**config.mk**
```make
export PLATFORM = sky130hd
export DESIGN_NAME = conv_encoder
export DESIGN_NICKNAME = d
export VERILOG_FILES = /design/src/rtl/conv_code_pkg.sv /design/src/rtl/conv_enc_core.sv /design/src/rtl/conv_encoder.sv
export SDC_FILE = /design/constraint.sdc
export NUM_CORES = 1
export LEC_CHECK = 0
export BUFFER_PORTS_ARGS = -buffer_cell sky130_fd_sc_hd__buf_2
export CAP_MARGIN = 20
export CORE_AREA = 5 5 71 73
export CTS_BUF_LIST = sky130_fd_sc_hd__clkbuf_4
export DETAILED_ROUTE_END_ITERATION = 10
export DIE_AREA = 0 0 76 78
export GPL_TIMING_DRIVEN = 0
export SYNTH_ARGS = -nofsm -noshare
export SYNTH_HDL_FRONTEND = slang
export SYNTH_SLANG_ARGS = --single-unit
```
**constraint.sdc**
```tcl
create_clock -name clk -period 1.77 [get_ports clk]
set_input_delay 0.354 -clock clk [delete_from_list [all_inputs] [get_ports clk]]
set_output_delay 0.354 -clock clk [all_outputs]
set_load 0.01 [all_outputs]
```
**src/rtl/conv_code_pkg.sv**
```systemverilog
// Shared constants, FSM state type and symbol function for the K=4 rate-1/2 convolutional code.
// Used by the encoder RTL and by the decoder-side bus-functional model.
package conv_code_pkg;

  localparam int unsigned K          = 4;
  localparam int unsigned NUM_STATES = 8;

  // Generators over {u, s2, s1, s0}: octal 17 drives bit1, octal 15 drives bit0.
  localparam logic [K-1:0] G1 = 4'b1111;
  localparam logic [K-1:0] G0 = 4'b1101;

  typedef enum logic [1:0] {
    StIdle,
    StData,
    StTail
  } enc_state_e;

  function automatic logic [1:0] conv_sym(input logic u, input logic [K-2:0] s);
    logic [K-1:0] taps;
    taps = {u, s};
    return {^(taps & G1), ^(taps & G0)};
  endfunction

endpackage

```
**src/rtl/conv_enc_core.sv**
```systemverilog
// Trellis state register and symbol XOR of the convolutional encoder.
// load_zero_i clears the state for a new frame and takes priority over advance_i.
module conv_enc_core
  import conv_code_pkg::*;
(
  input  logic       clk_i,
  input  logic       rst_i,
  input  logic       load_zero_i,
  input  logic       advance_i,
  input  logic       u_i,
  output logic [1:0] sym_o
);

  logic [K-2:0] s_q, s_d;

  // New bit enters at s2, matching the decoder trellis next = (u << 2) | (k >> 1).
  always_comb begin
    s_d = s_q;
    if (load_zero_i) begin
      s_d = '0;
    end else if (advance_i) begin
      s_d = {u_i, s_q[K-2:1]};
    end
  end

  always_ff @(posedge clk_i) begin
    if (rst_i) begin
      s_q <= '0;
    end else begin
      s_q <= s_d;
    end
  end

  assign sym_o = conv_sym(u_i, s_q);

endmodule

```
**src/rtl/conv_encoder.sv**
```systemverilog
// Framed rate-1/2 convolutional encoder: Z data symbols plus TAIL flush symbols per payload.
// Optional CONV_ENC_ERR_INJ_EN adds err_mask, XORed into every valid output symbol.
module conv_encoder
  import conv_code_pkg::*;
#(
  parameter int unsigned Z    = 8,
  parameter int unsigned TAIL = 1
) (
  input  logic         clk,
  input  logic         rst,
  input  logic [Z-1:0] data_in,
  input  logic         in_valid,
`ifdef CONV_ENC_ERR_INJ_EN
  input  logic [1:0]   err_mask,
`endif
  output logic         in_ready,
  output logic [1:0]   sym_out,
  output logic         sym_valid,
  output logic         frame_start,
  output logic         frame_end,
  output logic         underrun
);

  localparam int unsigned F    = Z + TAIL;
  localparam int unsigned CntW = (F > 1) ? $clog2(F) : 1;

  enc_state_e   state_q, state_d;
  logic [CntW-1:0] cnt_q, cnt_d;
  logic [Z-1:0] work_q, work_d;
  logic [Z-1:0] pend_q, pend_d;
  logic         pend_full_q, pend_full_d;
  logic [1:0]   sym_out_q, sym_out_d;
  logic         sym_valid_q, sym_valid_d;
  logic         frame_start_q, frame_start_d;
  logic         frame_end_q, frame_end_d;
  logic         underrun_q, underrun_d;

  logic         hs;
  logic         last_sym;
  logic         load_zero;
  logic         advance;
  logic         u;
  logic [1:0]   core_sym;
  logic [1:0]   err_v;

`ifdef CONV_ENC_ERR_INJ_EN
  assign err_v = err_mask;
`else
  assign err_v = 2'b00;
`endif

  assign in_ready = !pend_full_q;
  assign hs       = in_valid && in_ready;
  // Working word shifts right once per data symbol, so the next bit is always in bit 0.
  assign u        = (state_q == StData) ? work_q[0] : 1'b0;
  assign last_sym = (cnt_q == CntW'(F - 1));

  conv_enc_core u_core (
    .clk_i      (clk),
    .rst_i      (rst),
    .load_zero_i(load_zero),
    .advance_i  (advance),
    .u_i        (u),
    .sym_o      (core_sym)
  );

  always_comb begin
    state_d       = state_q;
    cnt_d         = cnt_q;
    work_d        = work_q;
    pend_d        = pend_q;
    pend_full_d   = pend_full_q;
    sym_out_d     = sym_out_q;
    sym_valid_d   = 1'b0;
    frame_start_d = 1'b0;
    frame_end_d   = 1'b0;
    load_zero     = 1'b0;
    advance       = 1'b0;

    unique case (state_q)
      StIdle: begin
        if (pend_full_q || hs) begin
          work_d      = pend_full_q ? pend_q : data_in;
          pend_full_d = 1'b0;
          load_zero   = 1'b1;
          cnt_d       = '0;
          state_d     = StData;
        end
      end
      StData, StTail: begin
        advance       = 1'b1;
        sym_valid_d   = 1'b1;
        sym_out_d     = core_sym ^ err_v;
        frame_start_d = (state_q == StData) && (cnt_q == '0);
        if (state_q == StData) begin
          work_d = work_q >> 1;
        end
        if (!last_sym) begin
          cnt_d = cnt_q + CntW'(1);
          if ((state_q == StData) && (cnt_q == CntW'(Z - 1))) begin
            state_d = StTail;
          end
          if (hs) begin
            pend_d      = data_in;
            pend_full_d = 1'b1;
          end
        end else begin
          // End of frame: a pending or concurrent payload starts the next frame with no gap.
          frame_end_d = 1'b1;
          if (pend_full_q || hs) begin
            work_d      = pend_full_q ? pend_q : data_in;
            pend_full_d = 1'b0;
            load_zero   = 1'b1;
            cnt_d       = '0;
            state_d     = StData;
          end else begin
            state_d = StIdle;
          end
        end
      end
      default: state_d = StIdle;
    endcase
  end

  // Underrun fires the cycle after a frame's last symbol if nothing followed it.
  assign underrun_d = frame_end_q && (state_q == StIdle);

  always_ff @(posedge clk) begin
    if (rst) begin
      state_q       <= StIdle;
      cnt_q         <= '0;
      work_q        <= '0;
      pend_q        <= '0;
      pend_full_q   <= 1'b0;
      sym_out_q     <= 2'b00;
      sym_valid_q   <= 1'b0;
      frame_start_q <= 1'b0;
      frame_end_q   <= 1'b0;
      underrun_q    <= 1'b0;
    end else begin
      state_q       <= state_d;
      cnt_q         <= cnt_d;
      work_q        <= work_d;
      pend_q        <= pend_d;
      pend_full_q   <= pend_full_d;
      sym_out_q     <= sym_out_d;
      sym_valid_q   <= sym_valid_d;
      frame_start_q <= frame_start_d;
      frame_end_q   <= frame_end_d;
      underrun_q    <= underrun_d;
    end
  end

  assign sym_out     = sym_out_q;
  assign sym_valid   = sym_valid_q;
  assign frame_start = frame_start_q;
  assign frame_end   = frame_end_q;
  assign underrun    = underrun_q;

endmodule
```
# Yosys cells after proc, flatten, opt, wreduce, memory -nomap -nowiden
# Cells that the tools add are included.
dict set report word_totals {
  output_inout_bits 7
  mem_bits_ro 0
  latch_bits 0
  ff_bits 32
  n_memories 0
  input_bits 11
  mem_bits_rw 0
  word_cells 63
}
dict set report classes {
  n_reduce_logical 18
  n_shift 0
  n_addsub 1
  order_cmp 0
  n_eq_ne 7
  bitwise 2
  multipliers 0
  n_div 0
  muxes 24
}
# cell n
set op_table {}
lappend op_table {{2-to-1 mux 8 bit} 5}
lappend op_table {{case mux 8 bit (2 select lines)} 1}
lappend op_table {{2-to-1 mux 1 bit} 9}
lappend op_table {{2-to-1 mux 4 bit} 2}
lappend op_table {{case mux 4 bit (2 select lines)} 1}
lappend op_table {{XOR reduction 4 bit} 2}
lappend op_table {{2-to-1 mux 2 bit} 3}
lappend op_table {{!= test 3 bit, second input constant} 2}
lappend op_table {{AND reduction 2 bit} 3}
lappend op_table {{OR reduction 2 bit} 3}
lappend op_table {{adder 4 x 1 -> 4 bit, second input constant} 1}
lappend op_table {{== test 4 x 3 -> 1 bit, second input constant} 1}
lappend op_table {{== test 4 bit, second input constant} 1}
lappend op_table {{logical AND 1 bit} 4}
lappend op_table {{zero test 4 bit} 1}
lappend op_table {{case mux 1 bit (2 select lines)} 2}
lappend op_table {{case mux 2 bit (2 select lines)} 1}
lappend op_table {{AND reduction 3 bit} 1}
lappend op_table {{== test 2 x 1 -> 1 bit, second input constant} 1}
lappend op_table {{== test 2 bit, second input constant} 1}
lappend op_table {{zero test 2 bit} 1}
lappend op_table {{!= test 2 bit, second input constant} 1}
lappend op_table {{inverter 1 bit} 2}
lappend op_table {{nonzero test 2 bit} 1}
lappend op_table {{other kinds (2)} 2}

# Longest topological paths before layout
dict set report depth {
  ltp_word 7
  depth_mapped 7
  depth_no_buf 6
}

# Hierarchy
# Synthesis repeated with hierarchy kept, for this count alone.
dict set report hier_totals {
  hier_cells 169
  hier_area_um2 1607.8
}
# mod cells_each n_inst area_each_um2 seq_area_each_um2
set modules_own_cells {}
lappend modules_own_cells {conv_encoder 157 1 1455.1 580.6}
lappend modules_own_cells {conv_enc_core 12 1 152.6 60.1}

# Worst setup path before layout
# Ideal clock, no wire load.
dict set report synth_path {
  path_kind {flip-flop to flip-flop}
  start {reg state_q[0]}
  end {reg cnt_q[0]}
  period_less_slack_ps 1697
  path_stages_with_launch 8
  arrival_ps 1632
  required_ps 1705
  setup_slack_ps 73
  path_buffers 1
  setup_ps 65
  path_cell_list {dfxtp_1 -> inv_1 -> ha_1 -> buf_2 -> nor2b_1 -> and2_1 -> mux2_2 -> nor2_1}
}
dict set report synth_between {
  elab_chain_cells 3
}
# element line_no
set synth_rtl {}
lappend synth_rtl {{start, declared} conv_encoder.sv:27} ;# enc_state_e state_q, state_d;
lappend synth_rtl {{start signal, assigned} conv_encoder.sv:130} ;# state_q <= StIdle;
lappend synth_rtl {{start signal, assigned} conv_encoder.sv:141} ;# state_q <= state_d;
lappend synth_rtl {{== test 2 x 1 -> 1 bit / == test 2 bit (equally long branches)} conv_encoder.sv:80} ;# unique case (state_q)
lappend synth_rtl {{OR reduction 2 bit} conv_encoder.sv:80}
lappend synth_rtl {{case mux 4 bit (2 select lines) / nonzero test 2 bit (equally long branches)} --}
lappend synth_rtl {{end signal, assigned} conv_encoder.sv:142} ;# cnt_q <= cnt_d;
lappend synth_rtl {{end, declared} conv_encoder.sv:28} ;# logic [CntW-1:0] cnt_q, cnt_d;
# Parallel ways exist; a longest one is shown, timed or not.
# A chain may end at the register's enable or synchronous reset.

# Worst setup path in the final report
dict set report layout_path {
  start {reg state_q[1]}
  end {reg state_q[0]}
}
dict set report layout_between {
  elab_chain_cells 4
}
# element line_no
set layout_rtl {}
lappend layout_rtl {{== test 2 x 1 -> 1 bit / == test 2 bit (equally long branches)} {conv_encoder.sv:80, conv_encoder.sv:100}}
lappend layout_rtl {{OR reduction 2 bit / logical AND 1 bit (equally long branches)} {conv_encoder.sv:80, conv_encoder.sv:100}}
lappend layout_rtl {{!= test 3 bit (no source line)} --}
lappend layout_rtl {{AND reduction 2 bit (no source line)} --}
# Parallel ways exist; a longest one is shown, timed or not.

==> reports/results.txt <==
Status: finished clean
DP Area: 1820 um2
RSZ-0062 raised after global routing: true
CP Cell Sequence: inv_1 -> ha_1 -> nand4b_1 -> a31oi_4 -> or4b_1 -> a21oi_1
Post-CTS Hold Buffers: 0
Fill count: 428
Vias in the first global route: 1375
IO Count: 18
Dpl hpwl: 2600 um
Clock Latency Late Sink: 0.33 ns
Tcrit/Tclk final: 96.6%
Clock root buffer: clkbuf_4
CTS tree: done
Row cnt: 24
Max stage delay cell, worst path: or4b_1
Worst rel slew slack: 56.7%
Power density over the cells: 1700 nW/um2
Top-area cell type share of the netlist area: 38.3%
Final wirelength: 3730 um
Multi-input combinational cell area: 997 um2
Port Buffer Count: 16
CP max stage delay: 0.45 ns
Via count: 1369
CP endpoint kind: flip-flop
Clock slew at reported path FFs: 0.10 ns
Leading area contributor after synthesis: dfxtp_1
Fin crit period: 1.71 ns
Yosys cell types: 47
Pins Over Slew Limit: 0
Critical R2R Launch: state_q[1]
CTS buffer count: 5
Placed Cells: 245
Slew @ Worst Pin: 0.649 ns
Grt ovf: 0
Fin area: 1940 um2
WHS: 0.280 ns
Largest net degree at the start of global routing: 11
H-tree depth: 2
N_diodes: 0
Fmax: 0.585 GHz
First-pass iteration count of the detailed router: 4
Die ar.: 5930 um2
Layout cell share with drive strength beyond 1: 26.1%
CP top delay family: simple AND/OR/NAND/NOR gates
Top FF cell, synth: dfxtp_1
Sequential element share of the synthesized area: 38.3%
# setup viols final: 0
First-pass GRT wire length: 6570 um
Avg Synthesized Cell Area: 9.44 um2
Critical Path AT: 1.96 ns
Via/cell ratio: 5.37
Total power: 0.00330 W
Core Area: 4290 um2
Initial Util: 38.9%
Die X: 76 um
Kind of critical path: reg2reg
Sink Count: 32
Synth area leaders: dfxtp_1 (38%), mux2i_1 (8.4%), nor2_1 (7.4%)
Synthesized Nets: 193
Worst vdd ir: 647 uV
Skew final: 0.0117 ns
Total leakage power: 0.742 nW
Syn-to-layout area delta: 16.1%
Async SR Flop Fraction: 0%
CP Launch Type: flip-flop
Hold Path Class: in2reg
Routability cong.: 0.756
DRC viols: 0
Storage cell area: 643 um2
Worst Path Buf+Inv: 1
CP Launch Point: state_q[1]
Post-Syn Area: 1670 um2
Fin cells: 255
Initial antenna violation count: 0
Cells after synthesis: 177
#FFs+latches synth: 32
Routed WL per cell: 14.6 um
Hold_sp: data_in[7]
Max-cap viol count: 0
Fin. Hold Viols: 0
Synth Warn #: 0
Final antenna-violating net count: 0
Post-synth EDFFs: 0
Clock buffer depth: 2
WP data required: 2.02 ns
Util after Layout: 45.2%
CP Max Fanout: 4
DRT iter0 DRCs: 67
Die Ht: 78 um
Final nets: 219
Tot GR Track Use: 13.6%
==> cells in the final DEF (no fill, tap or decap), types with 4 or more instances in the layout <==
master	synthesis	final
buf_6	2	4
buf_2	2	18
a21oi_1	4	4
inv_1	6	6
nand2b_1	4	4
nand2_1	4	4
mux2i_1	14	14
o32ai_1	7	7
clkbuf_4	0	5
dfxtp_1	32	30
a2bb2oi_1	7	7
nor3_1	9	9
a2111oi_2	4	5
nor2_1	33	33
==> what timing repair did <==
| action | in CTS | in global routing |
|---|---|---|
| resized for setup | 5 | 13 |
| buffers inserted | 2 | 0 |
| pin swaps | 1 | 1 |
| endpoints found under the setup margin | 22 | 21 |
| cloned | 1 | 0 |
==> synthesized netlist by cell type, types with 2 or more instances <==
master and count:
ha_1 5, dfxtp_1 32, nor2_1 33, nor3_1 9
a21oi_1 4, a2bb2oi_1 7, o32ai_1 7, nor2_2 2
o21ai_0 3, xnor2_1 2, mux2i_1 14, nand2_1 4
clkbuf_1 5, nand2b_1 4, buf_6 2, nand3_1 2
a2111oi_1 3, inv_1 6, a2111oi_2 4, buf_2 2
==> area by class of cell <==
class	instances	share of cell area (%)
Multi-Input combinational cell	129	51.4
Sequential cell	32	33.1
Timing Repair Buffer	18	5.29
Tap cell	52	3.35
Buffer	10	3.16
Clock buffer	5	1.93
Inverter	7	1.35
Clock inverter	2	0.387
==> cells by family (layout without fill, tap and decap cells) <==
family	count (synthesis)	after routing	share of synthesized area, %
adders and majority gates	5	5	3.74
xor gates and xnor gates	3	3	1.57
AOI/OAI and AO/OA	39	39	20.8
DFF	32	32	38.3
muxes	15	15	9.06
and+or+nand+nor	66	67	21.6
buffers and inverters	17	42	4.86
==> final timing paths <==
check                                  end  slack [ns]  depth (start not counted)
worst max register to register  state_q[0]        0.06                          6
worst min register to register  sym_out[1]        0.49                          2
worst min-delay path             pend_q[7]        0.28                          3
worst max-delay path            state_q[0]        0.06                          6
==> report_power, final <==
group          internal [W]  switching, W
Combinational      0.000889       0.00102
Clock              0.000138      0.000242
Sequential         0.000897      0.000115
==> worst register-to-register path: stages (launching register included) <==
cell,delay [ns]
dfxtp_2,0.34
inv_1,0.07
ha_1,0.24
nand4b_1,0.17
a31oi_4,0.24
or4b_1,0.45
a21oi_1,0.13
==> sequential cells by signal, summed over array words and instances, names as in the netlist <==
name         flops
pend_q           8
cnt_q            4
sym_out          2
frame_end        1
work_q           8
sym_valid        1
u_core.s_q       3
underrun         1
state_q          2
pend_full_q      1
frame_start      1
==> per-layer routing <==
metal  GRT usage [%]  routed length [um]  vias to the layer above
li1                -                   -                      708
met1            18.3                1940                      639
met2            20.5                1620                       16
met3            3.82                 112                        6
met4            5.16                  54                        0
met5               0                   0                        -
==> metrics by stage <==
stage / setup TNS [ns] / worst slack [ns]
after floorplan: 0 / 0.0725
after global placement: -0.887 / -0.0962
after detailed placement: -1.40 / -0.126
after CTS: -0.0189 / -0.0189
after global routing: -0.222 / -0.0748
final: 0 / 0.0610
Power figures use the tool's default switching activity.
